[src/rtl/gcd_arbiter.sv]
// gcd_arbiter: round-robin front end that shares one level-handshake gcd core between NREQ requesters.
// Optional watchdog abort is compiled in when GCD_ARB_TIMEOUT_EN is defined.
module gcd_arbiter #(
    parameter int NREQ    = 4,
    parameter int W       = 32,
    parameter int TIMEOUT = 1024
) (
    input  logic                    clk,
    input  logic                    resetn,
    input  logic [NREQ-1:0]         req_valid,
    output logic [NREQ-1:0]         req_ready,
    input  logic [NREQ*W-1:0]       req_opa,
    input  logic [NREQ*W-1:0]       req_opb,
    output logic                    rsp_valid,
    input  logic                    rsp_ready,
    output logic [$clog2(NREQ)-1:0] rsp_id,
    output logic [W-1:0]            rsp_result,
    output logic                    rsp_err,
    output logic [W-1:0]            core_opa,
    output logic [W-1:0]            core_opb,
    output logic                    core_start,
    input  logic [W-1:0]            core_result,
    input  logic                    core_done
);
    localparam int IDW = $clog2(NREQ);

    typedef enum logic [1:0] {IDLE, RUN, RESP, DRAIN} state_t;

    state_t         state_q, state_d;
    logic [IDW-1:0] ptr_q, ptr_d;
    logic [IDW-1:0] id_q, id_d;
    logic [W-1:0]   opa_q, opa_d;
    logic [W-1:0]   opb_q, opb_d;
    logic [W-1:0]   result_q, result_d;
    logic           zero_q, zero_d;
    logic           seen_low_q, seen_low_d;

    logic           grant_any;
    logic [IDW-1:0] grant_idx;
    logic [IDW-1:0] scan_idx;
    logic [W-1:0]   sel_opa, sel_opb;

`ifdef GCD_ARB_TIMEOUT_EN
    localparam int CW = $clog2(TIMEOUT + 1);
    logic [CW-1:0]  cnt_q, cnt_d;
    logic           err_q, err_d;
`else
    logic           timeout_unused;
    assign timeout_unused = (TIMEOUT == 0);
`endif

    // Rotating-priority search: first valid requester at or above ptr, wrapping around.
    always_comb begin
        grant_any = 1'b0;
        grant_idx = '0;
        scan_idx  = '0;
        for (int k = 0; k < NREQ; k++) begin
            scan_idx = IDW'((int'(ptr_q) + k) % NREQ);
            if (!grant_any && req_valid[scan_idx]) begin
                grant_any = 1'b1;
                grant_idx = scan_idx;
            end
        end
    end

    always_comb begin
        sel_opa = '0;
        sel_opb = '0;
        for (int k = 0; k < NREQ; k++) begin
            if (grant_idx == IDW'(k)) begin
                sel_opa = req_opa[k*W +: W];
                sel_opb = req_opb[k*W +: W];
            end
        end
    end

    always_comb begin
        req_ready = '0;
        if (resetn && state_q == IDLE && grant_any) begin
            req_ready[grant_idx] = 1'b1;
        end
    end

    always_comb begin
        state_d    = state_q;
        ptr_d      = ptr_q;
        id_d       = id_q;
        opa_d      = opa_q;
        opb_d      = opb_q;
        result_d   = result_q;
        zero_d     = zero_q;
        seen_low_d = seen_low_q;
`ifdef GCD_ARB_TIMEOUT_EN
        cnt_d      = cnt_q;
        err_d      = err_q;
`endif
        case (state_q)
            IDLE: begin
                if (grant_any) begin
                    id_d       = grant_idx;
                    ptr_d      = IDW'((int'(grant_idx) + 1) % NREQ);
                    opa_d      = sel_opa;
                    opb_d      = sel_opb;
                    seen_low_d = 1'b0;
`ifdef GCD_ARB_TIMEOUT_EN
                    cnt_d      = '0;
                    err_d      = 1'b0;
`endif
                    if (sel_opa == '0 || sel_opb == '0) begin
                        result_d = sel_opa | sel_opb;
                        zero_d   = 1'b1;
                        state_d  = RESP;
                    end else begin
                        zero_d   = 1'b0;
                        state_d  = RUN;
                    end
                end
            end
            RUN: begin
                // A done that was already high on entry is stale until it has been seen low.
                if (!core_done) begin
                    seen_low_d = 1'b1;
                end
`ifdef GCD_ARB_TIMEOUT_EN
                cnt_d = cnt_q + 1'b1;
`endif
                if (core_done && seen_low_q) begin
                    result_d = core_result;
                    state_d  = RESP;
                end
`ifdef GCD_ARB_TIMEOUT_EN
                else if (cnt_q == CW'(TIMEOUT - 1)) begin
                    result_d = '0;
                    err_d    = 1'b1;
                    state_d  = RESP;
                end
`endif
            end
            RESP: begin
                if (rsp_ready) begin
                    state_d = zero_q ? IDLE : DRAIN;
                end
            end
            DRAIN: begin
                if (!core_done) begin
                    state_d = IDLE;
                end
            end
            default: state_d = IDLE;
        endcase
    end

    always_ff @(posedge clk or negedge resetn) begin
        if (!resetn) begin
            state_q    <= IDLE;
            ptr_q      <= '0;
            id_q       <= '0;
            opa_q      <= '0;
            opb_q      <= '0;
            result_q   <= '0;
            zero_q     <= 1'b0;
            seen_low_q <= 1'b0;
`ifdef GCD_ARB_TIMEOUT_EN
            cnt_q      <= '0;
            err_q      <= 1'b0;
`endif
        end else begin
            state_q    <= state_d;
            ptr_q      <= ptr_d;
            id_q       <= id_d;
            opa_q      <= opa_d;
            opb_q      <= opb_d;
            result_q   <= result_d;
            zero_q     <= zero_d;
            seen_low_q <= seen_low_d;
`ifdef GCD_ARB_TIMEOUT_EN
            cnt_q      <= cnt_d;
            err_q      <= err_d;
`endif
        end
    end

    assign core_start = (state_q == RUN);
    assign rsp_valid  = (state_q == RESP);
    assign rsp_id     = id_q;
    assign rsp_result = result_q;
    assign core_opa   = opa_q;
    assign core_opb   = opb_q;
`ifdef GCD_ARB_TIMEOUT_EN
    assign rsp_err    = err_q;
`else
    assign rsp_err    = 1'b0;
`endif

endmodule

[config.mk]
export PLATFORM = sky130hd
export DESIGN_NAME = gcd_arbiter
export DESIGN_NICKNAME = d
export VERILOG_FILES = /design/src/rtl/gcd_arbiter.sv
export SDC_FILE = /design/constraint.sdc
export NUM_CORES = 1
export LEC_CHECK = 0
export CORE_AREA = 2 2 156 158
export DETAILED_ROUTE_END_ITERATION = 10
export DIE_AREA = 0 0 158 160
export PLACE_DENSITY = 0.65
export SETUP_SLACK_MARGIN = 0.4
export SLEW_MARGIN = 25
export SYNTH_ARGS = -nofsm -noshare
export SYNTH_HDL_FRONTEND = slang
export SYNTH_SLANG_ARGS = --single-unit
[constraint.sdc]
create_clock -name clk -period 9.5 [get_ports clk]
set_clock_uncertainty 0.15 [all_clocks]
set_input_delay 1.425 -clock clk [delete_from_list [all_inputs] [get_ports clk]]
set_output_delay 1.425 -clock clk [all_outputs]
set_load 0.1 [all_outputs]
# After elaboration in Yosys (flattened, before gate mapping)
# Index checks and enable logic that the tools add are counted.
[classes]
addsub = 4
n_lt_le_gt_ge = 6
n_eq_ne = 12
mux = 42
n_bitwise = 1
n_reduce_logical = 20
[op_table]
columns = ["cell", "count"]
rows = [
  ["32-bit 2-to-1 mux", 11],
  ["32-bit zero test", 2],
  ["32-bit case mux with 2 select lines", 1],
  ["32-bit bitwise OR", 1],
  ["2-bit 2-to-1 mux", 10],
  ["2-bit by 3-bit < comparator with 1-bit output (second input constant)", 5],
  ["1-bit 2-to-1 mux", 12],
  ["1-bit binary-select mux with 2-bit select", 4],
  ["2-bit == test (second input constant)", 4],
  ["2-bit case mux with 4 select lines", 1],
  ["4-bit AND reduction", 2],
  ["1-bit logical AND", 7],
  ["2-bit by 1-bit inequality test with 1-bit output (second input constant)", 3],
  ["2-bit inequality test (second input constant)", 3],
  ["2-bit by 1-bit adder with 2-bit output (second input constant)", 2],
  ["2-bit adder (second input constant)", 2],
  ["2-bit by 1-bit == test with 1-bit output (second input constant)", 2],
  ["2-bit zero test", 2],
  ["4-bit 2-to-1 mux", 1],
  ["1-bit zero test", 3],
  ["3-bit AND reduction", 1],
  ["1-bit demux with 2-bit select", 1],
  ["2-bit by 1-bit >= comparator with 1-bit output (second input constant)", 1],
  ["1-bit case mux with 2 select lines", 1],
  ["other kinds (3)", 3],
]
[word_totals]
register_bits = 104
inputBits = 296
wordCells = 93

# Depth between registers and ports, before layout
# Gate-level depths: netlist (run 1).
[logic_depth]
depth_word = 22
depth_mapped = 16
depth_no_buf = 12

# Least setup slack after synthesis (run 1)
# No wires, ideal clock.
[synth_path]
path_kind = "input-to-output"
from = "input req_valid[2]"
to = "output req_ready[1]"
arrival_time_ns = 3.550
required_time_ns = 7.925
path_slack_ns = 4.375
stages = 7
path_cell_list = "mux2i_1 > nor2_1 > nor3_1 > ha_1 > clkbuf_1 > buf_1 > and3_1"
[synth_via]
elab_chain_len = 17
[synth_lines]
columns = ["element", "line_no", "source"]
rows = [
  ["from (decl)", "10", "input logic [NREQ-1:0] req_valid,"],
  ["1-bit binary-select mux with 2-bit select", "59", "if (!grant_any && req_valid[scan_idx]) begin"],
  ["1-bit 2-to-1 mux (not written as such)", "59", ""],
  ["1-bit 2-to-1 mux", "59", ""],
  ["1-bit zero test", "59", ""],
  ["1-bit logical AND", "59", ""],
  ["1-bit 2-to-1 mux", "59", ""],
  ["1-bit zero test", "59", ""],
  ["1-bit logical AND", "59", ""],
  ["[... 2 more ...]", "-", ""],
  ["1-bit logical AND", "59", ""],
  ["2-bit 2-to-1 mux (*)", "59", ""],
  ["named net grant_idx[0]", "39", "logic [IDW-1:0] grant_idx;"],
  ["2-bit by 3-bit < comparator with 1-bit output (not written as such) or 2-bit by 1-bit >= comparator with 1-bit output (tied branches)", "80", "req_ready[grant_idx] = 1'b1;"],
  ["1-bit logical AND (not written as such)", "80", ""],
  ["1-bit 2-to-1 mux (not written as such)", "80", ""],
  ["1-bit demux with 2-bit select (*)", "80", ""],
  ["4-bit 2-to-1 mux (*)", "79", "if (resetn && state_q == IDLE && grant_any) begin"],
  ["to (decl)", "11", "output logic [NREQ-1:0] req_ready,"],
]
# Mark *: on every way through the listed nets, which the timed path passes. The rest lies on a longest branch. The select of a mux whose other input is x is not followed.

# Worst setup path after layout (run 1)
[layout_path]
from = "input req_valid[0]"
to = "output req_ready[1]"
[layout_via]
elab_chain_len = 17
[layout_lines]
columns = ["element", "line_no"]
rows = [
  ["1-bit binary-select mux with 2-bit select", "59"],
  ["1-bit 2-to-1 mux (not written as such)", "59"],
  ["1-bit 2-to-1 mux", "59"],
  ["1-bit zero test", "59"],
  ["1-bit logical AND", "59"],
  ["1-bit 2-to-1 mux", "59"],
  ["1-bit zero test", "59"],
  ["1-bit logical AND", "59"],
  ["1-bit 2-to-1 mux", "59"],
  ["1-bit zero test", "59"],
  ["1-bit logical AND", "59"],
  ["2-bit 2-to-1 mux", "59"],
  ["2-bit by 3-bit < comparator with 1-bit output (not written as such) or 2-bit by 1-bit >= comparator with 1-bit output (tied branches)", "80"],
  ["1-bit logical AND (not written as such)", "80"],
  ["1-bit 2-to-1 mux (not written as such)", "80"],
  ["1-bit demux with 2-bit select", "80"],
  ["4-bit 2-to-1 mux (*)", "79"],
]
# Mark *: on every way between the ends. The rest lies on a longest branch, timed or not. The select of a mux whose other input is x is not followed.

==> flow_summary.json, run 1 <==
{
  "status": "finished clean",
  "via_per_inst": 5.473,
  "dieWidth_um": 158,
  "placed_area_um2": 11020,
  "max_cap_violations": 0,
  "drc_errors": 0,
  "first_global_vias": 8392,
  "antenna_left": 0,
  "netlist_instances": 905,
  "gp_congestion": 0.9292,
  "maxSlewViolCount": 0,
  "area.sequential_um2": 2603,
  "rsz0062_at_grt": "no",
  "cts_tree": "built",
  "fill_cells": 2398,
  "gr-usage-all-layers": 0.2822,
  "grt_start_max_net_pins": 68,
  "cp.required_ns": 7.93,
  "setup_viol": 0,
  "leakagePower_nw": 4.538,
  "grt_pass1_wl_um": 52860,
  "finalCritPeriodShare": 0.7019,
  "seq_area_frac_synth": 0.3782,
  "cts_max_level": 3,
  "antenna_found_initial": 4,
  "core_um2": 23820,
  "hold_ws_ns": 0.3262,
  "io_buffers": 399,
  "cts_setup_buffers": 0,
  "synth_edf_count": 0,
  "dp_hpwl_um": 28470,
  "layout.nets": 1544,
  "rows": 57,
  "clock-sinks": 104,
  "cts_root_buffer": "clkbuf_16",
  "setup-tns-final_ns": 0,
  "fin_total_pwr_mw": 4.862,
  "max_slew_margin": 0.2760,
  "synth.avg_cell_area_um2": 7.604,
  "drt_first_pass_iters": 5,
  "wl_um": 36710,
  "path_class": "in2out",
  "clk_latency_ns": 0.35,
  "yosysUniqueCellTypes": 39,
  "cts_buffers": 9,
  "syn_area_um2": 6882,
  "postCtsHoldBufs": 0,
  "start_util": 0.2889,
  "synth_nets": 1205,
  "cts_resized": 0,
  "wl_per_cell_um": 23.28,
  "hold_path_class": "reg2reg",
  "ys_warn_count": 0,
  "min_period_ns": 6.668,
  "drtIter0Drc": 606,
  "ys_ff_latch": 104,
  "start_kind": "input port",
  "area_delta_synth_final_pct": 64.87,
  "fmax_ghz": 0.1500,
  "cts_max_path_buffers": 2,
  "powerDensity_nw_per_um2": 428.5,
  "hold_viol_final": 0,
  "cp_max_fo": 46,
  "fin_util": 0.4763,
  "grt_overflow_total": 0,
  "die-area_um2": 25280,
  "async_flop_share": 1.000,
  "design_area_um2": 11350,
  "critPathArrivalTime_ns": 5.09,
  "multiInputGateArea_um2": 3851,
  "drive_gt1_frac": 0.03846,
  "end_kind": "output port",
  "tightestPinTransition_ns": 1.083,
  "yosys_most_used_dff": "dfrtp_1",
  "vias": 8631,
  "die_y_um": 160,
  "io_pins": 401,
  "clkTransAtPathRegs_ns": 0.07,
  "ir_worst_vdd_mv": 0.1943
}
==> registers in the layout (all words and copies together), names as in the netlist <==
| name | flops |
|---|---|
| core_opa | 32 |
| core_opb | 32 |
| rsp_result | 32 |
| ptr_q | 2 |
| rsp_id | 2 |
| state_q | 2 |
| seen_low_q | 1 |
| zero_q | 1 |
==> Yosys cell counts (all sizes together) (6+ instances only) <==
cell | number | area share
o22ai | 96 | 0.087
a221oi | 64 | 0.081
o21ai | 34 | 0.025
buf | 27 | 0.029
a21oi | 6 | 0.0044
clkbuf | 63 | 0.035
inv | 6 | 0.0033
a32oi | 32 | 0.041
dfrtp | 104 | 0.38
and2 | 33 | 0.030
nor2 | 100 | 0.055
nor4 | 41 | 0.039
nand3 | 64 | 0.047
nand2 | 203 | 0.11
==> final timing paths <==
| kind | startpoint | endpoint | slack [ns] | cells after the start |
|---|---|---|---|---|
| min | core_opa[16] | core_opa[16] | 0.33 | 2 |
| max in group asynchronous | resetn | core_opa[3] | 6.86 | 3 |
| min in group asynchronous | resetn | core_opb[9] | 0.80 | 1 |
| max | req_valid[0] | req_ready[1] | 2.83 | 8 |
| min reg2reg | core_opa[16] | core_opa[16] | 0.33 | 2 |
| max reg2reg | ptr_q[1] | state_q[1] | 4.07 | 14 |
==> placed cells by master (no fill, tap or decap), types with 6 or more instances in the layout <==
| cell type | count |
|---|---|
| nor2_1 | 100 |
| clkbuf_16 | 9 |
| and2_1 | 33 |
| nor4_1 | 38 |
| clkdlybuf4s50_1 | 397 |
| nand2_1 | 202 |
| dfrtp_1 | 104 |
| a21oi_1 | 6 |
| o22ai_1 | 96 |
| a32oi_1 | 32 |
| a221oi_1 | 64 |
| o21ai_1 | 30 |
| nand3_1 | 64 |
| buf_4 | 20 |
==> cell families after synthesis <==
kind of cell    count (synthesis)  share of synthesized area
compound gates                238                     0.2455
buf+inv                        96                    0.06709
mux                             1                   0.001455
fa+ha+maj                       4                   0.007273
flops                         104                     0.3782
other cells                     1                  0.0005449
simple gates                  461                     0.3000
==> cell type report <==
cell class / count / share of cell area
antenna: 5 / 0.001103
clock buffer: 11 / 0.02139
clock inverter: 4 / 0.006837
inverter: 6 / 0.002206
multi-input combinational: 705 / 0.3394
sequential: 104 / 0.2294
tap: 324 / 0.03573
timing repair buffer: 418 / 0.3639
==> per-layer routing <==
layer / part of all wire / up-vias / GRT usage
met3: 0.084 / 34 / 0.06513
met2: 0.49 / 407 / 0.4881
li1: - / 4048 / -
met1: 0.40 / 4142 / 0.3532
met4: 0.020 / 0 / 0.07084
met5: 0 / - / 0
==> power by group <==
part	switching [mW]	total (mW)	internal (mW)	leakage [nW]
Combinational	2.72	3.68	0.960	3.19
Sequential	0.120	0.762	0.642	1.19
Clock	0.178	0.417	0.239	0.156
==> critical path, stage by stage <==
cell and delay (ns):
clkdlybuf4s50_1 0.56, a21oi_1 0.10, o21a_1 0.17, o22ai_1 0.32, ha_2 0.54, buf_4 0.56, and3_1 0.25, clkdlybuf4s50_1 1.13
==> per-stage QoR <==
stage,setup WS [ns],instances
detailed placement,2.825,1557
global route,2.719,1574
CTS,2.879,1572
floorplan,4.375,905
finish,2.832,1577
global placement,2.874,1557
Note: power is estimated with default switching activity, not from simulation.
==> run 2: changes to the inputs <==
--- a/config.mk
+++ b/config.mk
@@ -5,10 +5,10 @@
 export SDC_FILE = /design/constraint.sdc
 export NUM_CORES = 1
 export LEC_CHECK = 0
-export CORE_AREA = 2 2 156 158
+export CORE_AREA = 2 2 157 159
 export DETAILED_ROUTE_END_ITERATION = 10
-export DIE_AREA = 0 0 158 160
-export PLACE_DENSITY = 0.65
+export DIE_AREA = 0 0 159 161
+export PLACE_DENSITY = 0.66
 export SETUP_SLACK_MARGIN = 0.4
 export SLEW_MARGIN = 25
 export SYNTH_ARGS = -nofsm -noshare
==> constraint.sdc (replaced) <==
create_clock -name clk -period 5.4 [get_ports clk]
set_clock_uncertainty 0.15 [all_clocks]
set_input_delay 0.81 -clock clk [delete_from_list [all_inputs] [get_ports clk]]
set_output_delay 0.81 -clock clk [all_outputs]
set_load 0.1 [all_outputs]
==> run 2 against run 1 <==
Effect of this change:
- total power is 76% higher
- non-clock buffer count is 9 higher
- largest power group unchanged
- via count is 1.9% higher
- design area is 0.47% higher
- highest routed layer unchanged
- clock-buffer cell count is 1 lower
- critical path depth is 8 higher
- global-route usage is 0.58 points higher
- first-iteration DRC count is 15% higher
- cell count is 0.51% higher
==> flow_summary.json, run 2 (same netlist as run 1, synthesis figures left out) <==
{
  "max_cap_violations": 0,
  "dp_cells": 1566,
  "antenna_left": 0,
  "drtIter0Drc": 698,
  "grt_overflow_total": 0,
  "finalCritPeriodShare": 0.9058,
  "io_pins": 401,
  "met3WireLength_um": 2784,
  "via_per_inst": 5.548,
  "cts_buffers": 9,
  "grt_start_max_net_pins": 60,
  "hold_viol_final": 0,
  "die-area_um2": 25600,
  "fmax_ghz": 0.2044,
  "start_util": 0.2872,
  "wl_met1_um": 15590,
  "maxSlewViolCount": 0,
  "vias": 8794,
  "setup-tns-final_ns": 0,
  "cp.required_ns": 5.52,
  "critPathBufInv": 5,
  "gp_congestion": 0.9341,
  "drt_first_pass_iters": 5,
  "clock-sinks": 104,
  "critPathTopFamily": "buffers and inverters",
  "layout.nets": 1553,
  "antenna_found_initial": 3,
  "cts_tree": "built",
  "tightestPinTransition_ns": 1.084,
  "ir_worst_vdd_mv": 0.3546,
  "rows": 57,
  "grt_pass1_wl_um": 55660,
  "io_buffers": 399,
  "area_delta_synth_final_pct": 65.65,
  "wl_met2_um": 18740,
  "final_common_cell": "clkdlybuf4s50_1",
  "status": "finished clean",
  "wl_per_cell_um": 23.89,
  "fill_cells": 2397,
  "core_um2": 23960,
  "leakagePower_nw": 4.575,
  "dp_hpwl_um": 29450,
  "critPathArrivalTime_ns": 5.01,
  "cp_slowest_cell": "clkdlybuf4s50_1",
  "clkTransAtPathRegs_ns": 0.07,
  "gr-usage-all-layers": 0.2880,
  "hold_path_class": "in2async",
  "drc_errors": 0,
  "cts_root_buffer": "clkbuf_16",
  "postCtsHoldBufs": 0,
  "start_kind": "input port",
  "first_global_vias": 8729,
  "clk_latency_ns": 0.36,
  "layout_common_cells": "clkdlybuf4s50_1, nand2_1, dfrtp_1",
  "wl_um": 37860,
  "path_class": "in2reg",
  "setup_viol": 0,
  "end_kind": "flop",
  "final_cells": 1585,
  "die_y_um": 161,
  "cts_max_path_buffers": 2,
  "rsz0062_at_grt": "no",
  "max_stage_delay_ns": 0.57,
  "fin_ws_ns": 0.5088,
  "min_period_ns": 4.891,
  "max_slew_margin": 0.2747,
  "top_layer": "met4",
  "drive_gt1_frac": 0.05008,
  "dieWidth_um": 159,
  "place_ws_ns": 0.2877,
  "crit_chain": "clkdlybuf4s50_1, a21oi_1, o21a_1, o22ai_1, inv_1, ha_1, or2_2, buf_4, a221oi_1, buf_4, o22ai_1, nor4_1, and4_1, buf_12, nor2_1, o211ai_1",
  "cts_max_level": 3,
  "cp_max_fo": 34,
  "powerDensity_nw_per_um2": 749.4
}
==> run 2: what timing repair did <==
item	4_1_cts	5_1_grt
buffers inserted	0	0
hold endpoints to repair	0	0
setup endpoints to repair	0	4
gates resized for setup	0	2
==> run 2: final timing paths <==
kind | startpoint | endpoint | slack [ns] | depth (start not counted)
max reg2reg | ptr_q[1] | state_q[1] | 1.07 | 15
min in group clk | core_opb[13] | core_opb[13] | 0.33 | 2
max in group asynchronous | resetn | core_opa[30] | 3.45 | 2
min | resetn | core_opb[1] | 0.32 | 1
max | req_valid[0] | state_q[1] | 0.51 | 16
min reg2reg | core_opb[13] | core_opb[13] | 0.33 | 2
==> run 2: power breakdown <==
group          switching [mW]  total, mW  internal, mW
Clock                   0.327      0.643         0.316
Combinational            4.79       6.52          1.73
Sequential              0.248       1.38          1.13
==> run 2: per-stage QoR <==
stage               power, mW    util  area [um2]  hold WS [ns]
global placement        7.829  0.4635       11110        0.3080
CTS                     8.534  0.4749       11380        0.3314
floorplan               5.907       -        6882        0.3152
detailed placement      7.869  0.4635       11110        0.3119
global route            8.971  0.4757       11400        0.3475
finish                  8.543  0.4757       11400        0.3168
==> run 2: layout make-up <==
class / instances / area (um2) / share of cell area
flip-flops and latches: 104 / 2603 / 0.2283
diodes: 3 / 7.507 / 0.0006585
multi-input cells: 705 / 3861 / 0.3387
repair buffers: 427 / 4227 / 0.3708
inverters: 6 / 22.52 / 0.001976
clock buffers: 10 / 229.0 / 0.02009
clock inverters: 6 / 45.04 / 0.003951
well taps: 324 / 405.4 / 0.03556
==> run 2: worst reg2reg max path, delay by kind of cell, from the launching register on <==
| family | cells | cell delay [ns] |
|---|---|---|
| AOI/OAI and AO/OA | 6 | 1.36 |
| and+or+nand+nor | 4 | 1.26 |
| buffers and inverters | 4 | 0.79 |
| DFF | 1 | 0.45 |
| adders and majority gates | 1 | 0.24 |
==> run 2: per-layer routing <==
layer | track usage | vias up
li1 | - | 4065
met1 | 0.3624 | 4291
met2 | 0.5022 | 402
met3 | 0.06317 | 36
met4 | 0.07397 | 0
met5 | 0 | -
==> run 3: changes to the inputs <==
--- a/config.mk
+++ b/config.mk
@@ -8,7 +8,9 @@
 export CORE_AREA = 2 2 157 159
 export DETAILED_ROUTE_END_ITERATION = 10
 export DIE_AREA = 0 0 159 161
+export GPL_ROUTABILITY_DRIVEN = 1
 export PLACE_DENSITY = 0.66
+export RECOVER_POWER = 100
 export SETUP_SLACK_MARGIN = 0.4
 export SLEW_MARGIN = 25
 export SYNTH_ARGS = -nofsm -noshare
==> run 3 against run 2 <==
Effect of this change:
- non-clock buffer count is the same
- sequential share of layout area grew 0.053 points
- the flow now finishes with violations (capacitance limit, slew limit)
- flip-flop and latch count stayed put
- via count hardly changed
- design area fell by 0.23%
- clock-buffer cell count stayed put
- critical path depth shrank 10
- maximum frequency shrank 0.26%
- total power decreased by 1.7%
- combinational power shrank 2%
- critical path type is now in2out
- worst setup slack worse by 0.013 ns
- first-iteration DRC count decreased by 7.9%
==> flow_summary.json, run 3 (same netlist as run 1, synthesis figures left out) <==
{
  "max_slew_margin": -0.9415,
  "wl_um": 37880,
  "hold_viol_final": 0,
  "final_common_cell": "clkdlybuf4s50_1",
  "status": "complete, but fails checks",
  "path_class": "in2out",
  "start_util": 0.2872,
  "rows": 57,
  "gp_congestion": 0.9341,
  "first_global_vias": 8729,
  "die-area_um2": 25600,
  "fill_cells": 2405,
  "leakagePower_nw": 4.566,
  "rsz0062_at_grt": "no",
  "crit_chain": "clkdlybuf4s50_1, nor4_2, clkbuf_1, nor3_2, and3_1, buf_4",
  "cts_buffers": 9,
  "maxSlewViolCount": 147,
  "drtIter0Drc": 643,
  "clock-sinks": 104,
  "antenna_found_initial": 3,
  "finalCritPeriodShare": 0.9081,
  "gr-usage-all-layers": 0.2880,
  "io_pins": 401,
  "antenna_left": 0,
  "grt_pass1_wl_um": 55660,
  "via_per_inst": 5.551,
  "cts_root_buffer": "clkbuf_16",
  "setup-tns-final_ns": 0,
  "max_stage_delay_ns": 1.13,
  "clk_latency_ns": 0.36,
  "max_cap_violations": 3,
  "clkTransAtPathRegs_ns": 0.08,
  "cp.required_ns": 4.44,
  "core_um2": 23960,
  "io_buffers": 399,
  "end_kind": "output port",
  "setup_viol": 0,
  "die_y_um": 161,
  "cts_max_path_buffers": 2,
  "min_period_ns": 4.904,
  "postCtsHoldBufs": 0,
  "violations": "capacitance limit, slew limit",
  "fmax_ghz": 0.2039,
  "area_delta_synth_final_pct": 65.27,
  "dieWidth_um": 159,
  "cp_slowest_cell": "clkbuf_1",
  "tightestPinTransition_ns": 2.912,
  "drt_first_pass_iters": 6,
  "layout_common_cells": "clkdlybuf4s50_1, nand2_1, dfrtp_1",
  "wl_per_cell_um": 23.90,
  "drc_errors": 0,
  "critPathArrivalTime_ns": 3.94,
  "powerDensity_nw_per_um2": 738.6,
  "drive_gt1_frac": 0.04690,
  "layout.nets": 1553,
  "grt_start_max_net_pins": 60,
  "fin_total_pwr_mw": 8.401,
  "grt_overflow_total": 0,
  "start_kind": "input port",
  "ir_worst_vdd_mv": 0.3429,
  "hold_path_class": "reg2reg",
  "cts_tree": "built",
  "vias": 8799,
  "cp_max_fo": 34,
  "cts_max_level": 3,
  "dp_hpwl_um": 29450
}
## run 3: cell types whose count changed in the layout (fill, tap and decap cells not counted), sizes merged
| cell | before | now |
|---|---|---|
| buf | 34 | 27 |
| clkbuf | 10 | 17 |
| clkdlybuf4s50 | 393 | 294 |
| dlygate4sd3 | 0 | 99 |
## run 3: metrics by stage
step	utilization	hold WS [ns]	area [um2]	setup slack (ns)	instances
final	0.4746	0.3242	11370	0.4960	1585
after global placement	0.4635	0.3080	11110	0.3342	1566
after global routing	0.4746	0.3427	11370	0.2867	1585
after detailed placement	0.4635	0.3119	11110	0.2877	1566
after floorplan	-	0.3152	6882	1.505	905
after CTS	0.4749	0.3314	11380	0.6469	1582
## run 3: what timing repair did
action                                  CTS  global route
gates resized for setup                   0             2
hold endpoints to repair                  0             0
endpoints found under the setup margin    0             4
setup buffers                             0             0
## run 3: critical path: cells and delay by family
kind,cells,cell delay [ns]
buffers and inverters,3,1.88
and+or+nand+nor,3,1.24
## run 3: path summary, 6_finish.rpt
path                                  to  slack, ns         start  depth (start not counted)
max in group asynchronous   core_opa[30]       1.10        resetn                          2
min reg2reg                 core_opb[13]       0.32  core_opb[13]                          2
max reg2reg                rsp_result[3]       0.74    state_q[0]                          7
min in group asynchronous    core_opb[1]       1.21        resetn                          1
min                         core_opb[13]       0.32  core_opb[13]                          2
max                         req_ready[2]       0.50  req_valid[0]                          6
## run 3: per-layer routing
layer | wire [um] | vias to the layer above | GRT usage | part of all wire
li1 | - | 4058 | - | -
met5 | 0 | - | 0 | 0
met2 | 18580 | 450 | 0.5022 | 0.49
met1 | 15470 | 4249 | 0.3624 | 0.41
met4 | 814 | 0 | 0.07397 | 0.021
met3 | 3009 | 42 | 0.06317 | 0.079
## run 3: power by group
| part | internal [mW] | total [mW] | switching [mW] |
|---|---|---|---|
| clock network | 0.316 | 0.644 | 0.328 |
| logic | 1.60 | 6.40 | 4.79 |
| registers | 1.13 | 1.36 | 0.230 |
| total | 3.05 | 8.40 | 5.35 |
## run 3: cell type report
cell class,count,area (um2),area share
clock inverters,6,45.04,0.003960
well taps,324,405.4,0.03564
inverters,6,22.52,0.001980
clock buffers,10,229.0,0.02013
repair buffers,427,4205,0.3697
multi-input cells,705,3856,0.3391
diodes,3,7.507,0.0006601
flip-flops and latches,104,2603,0.2288
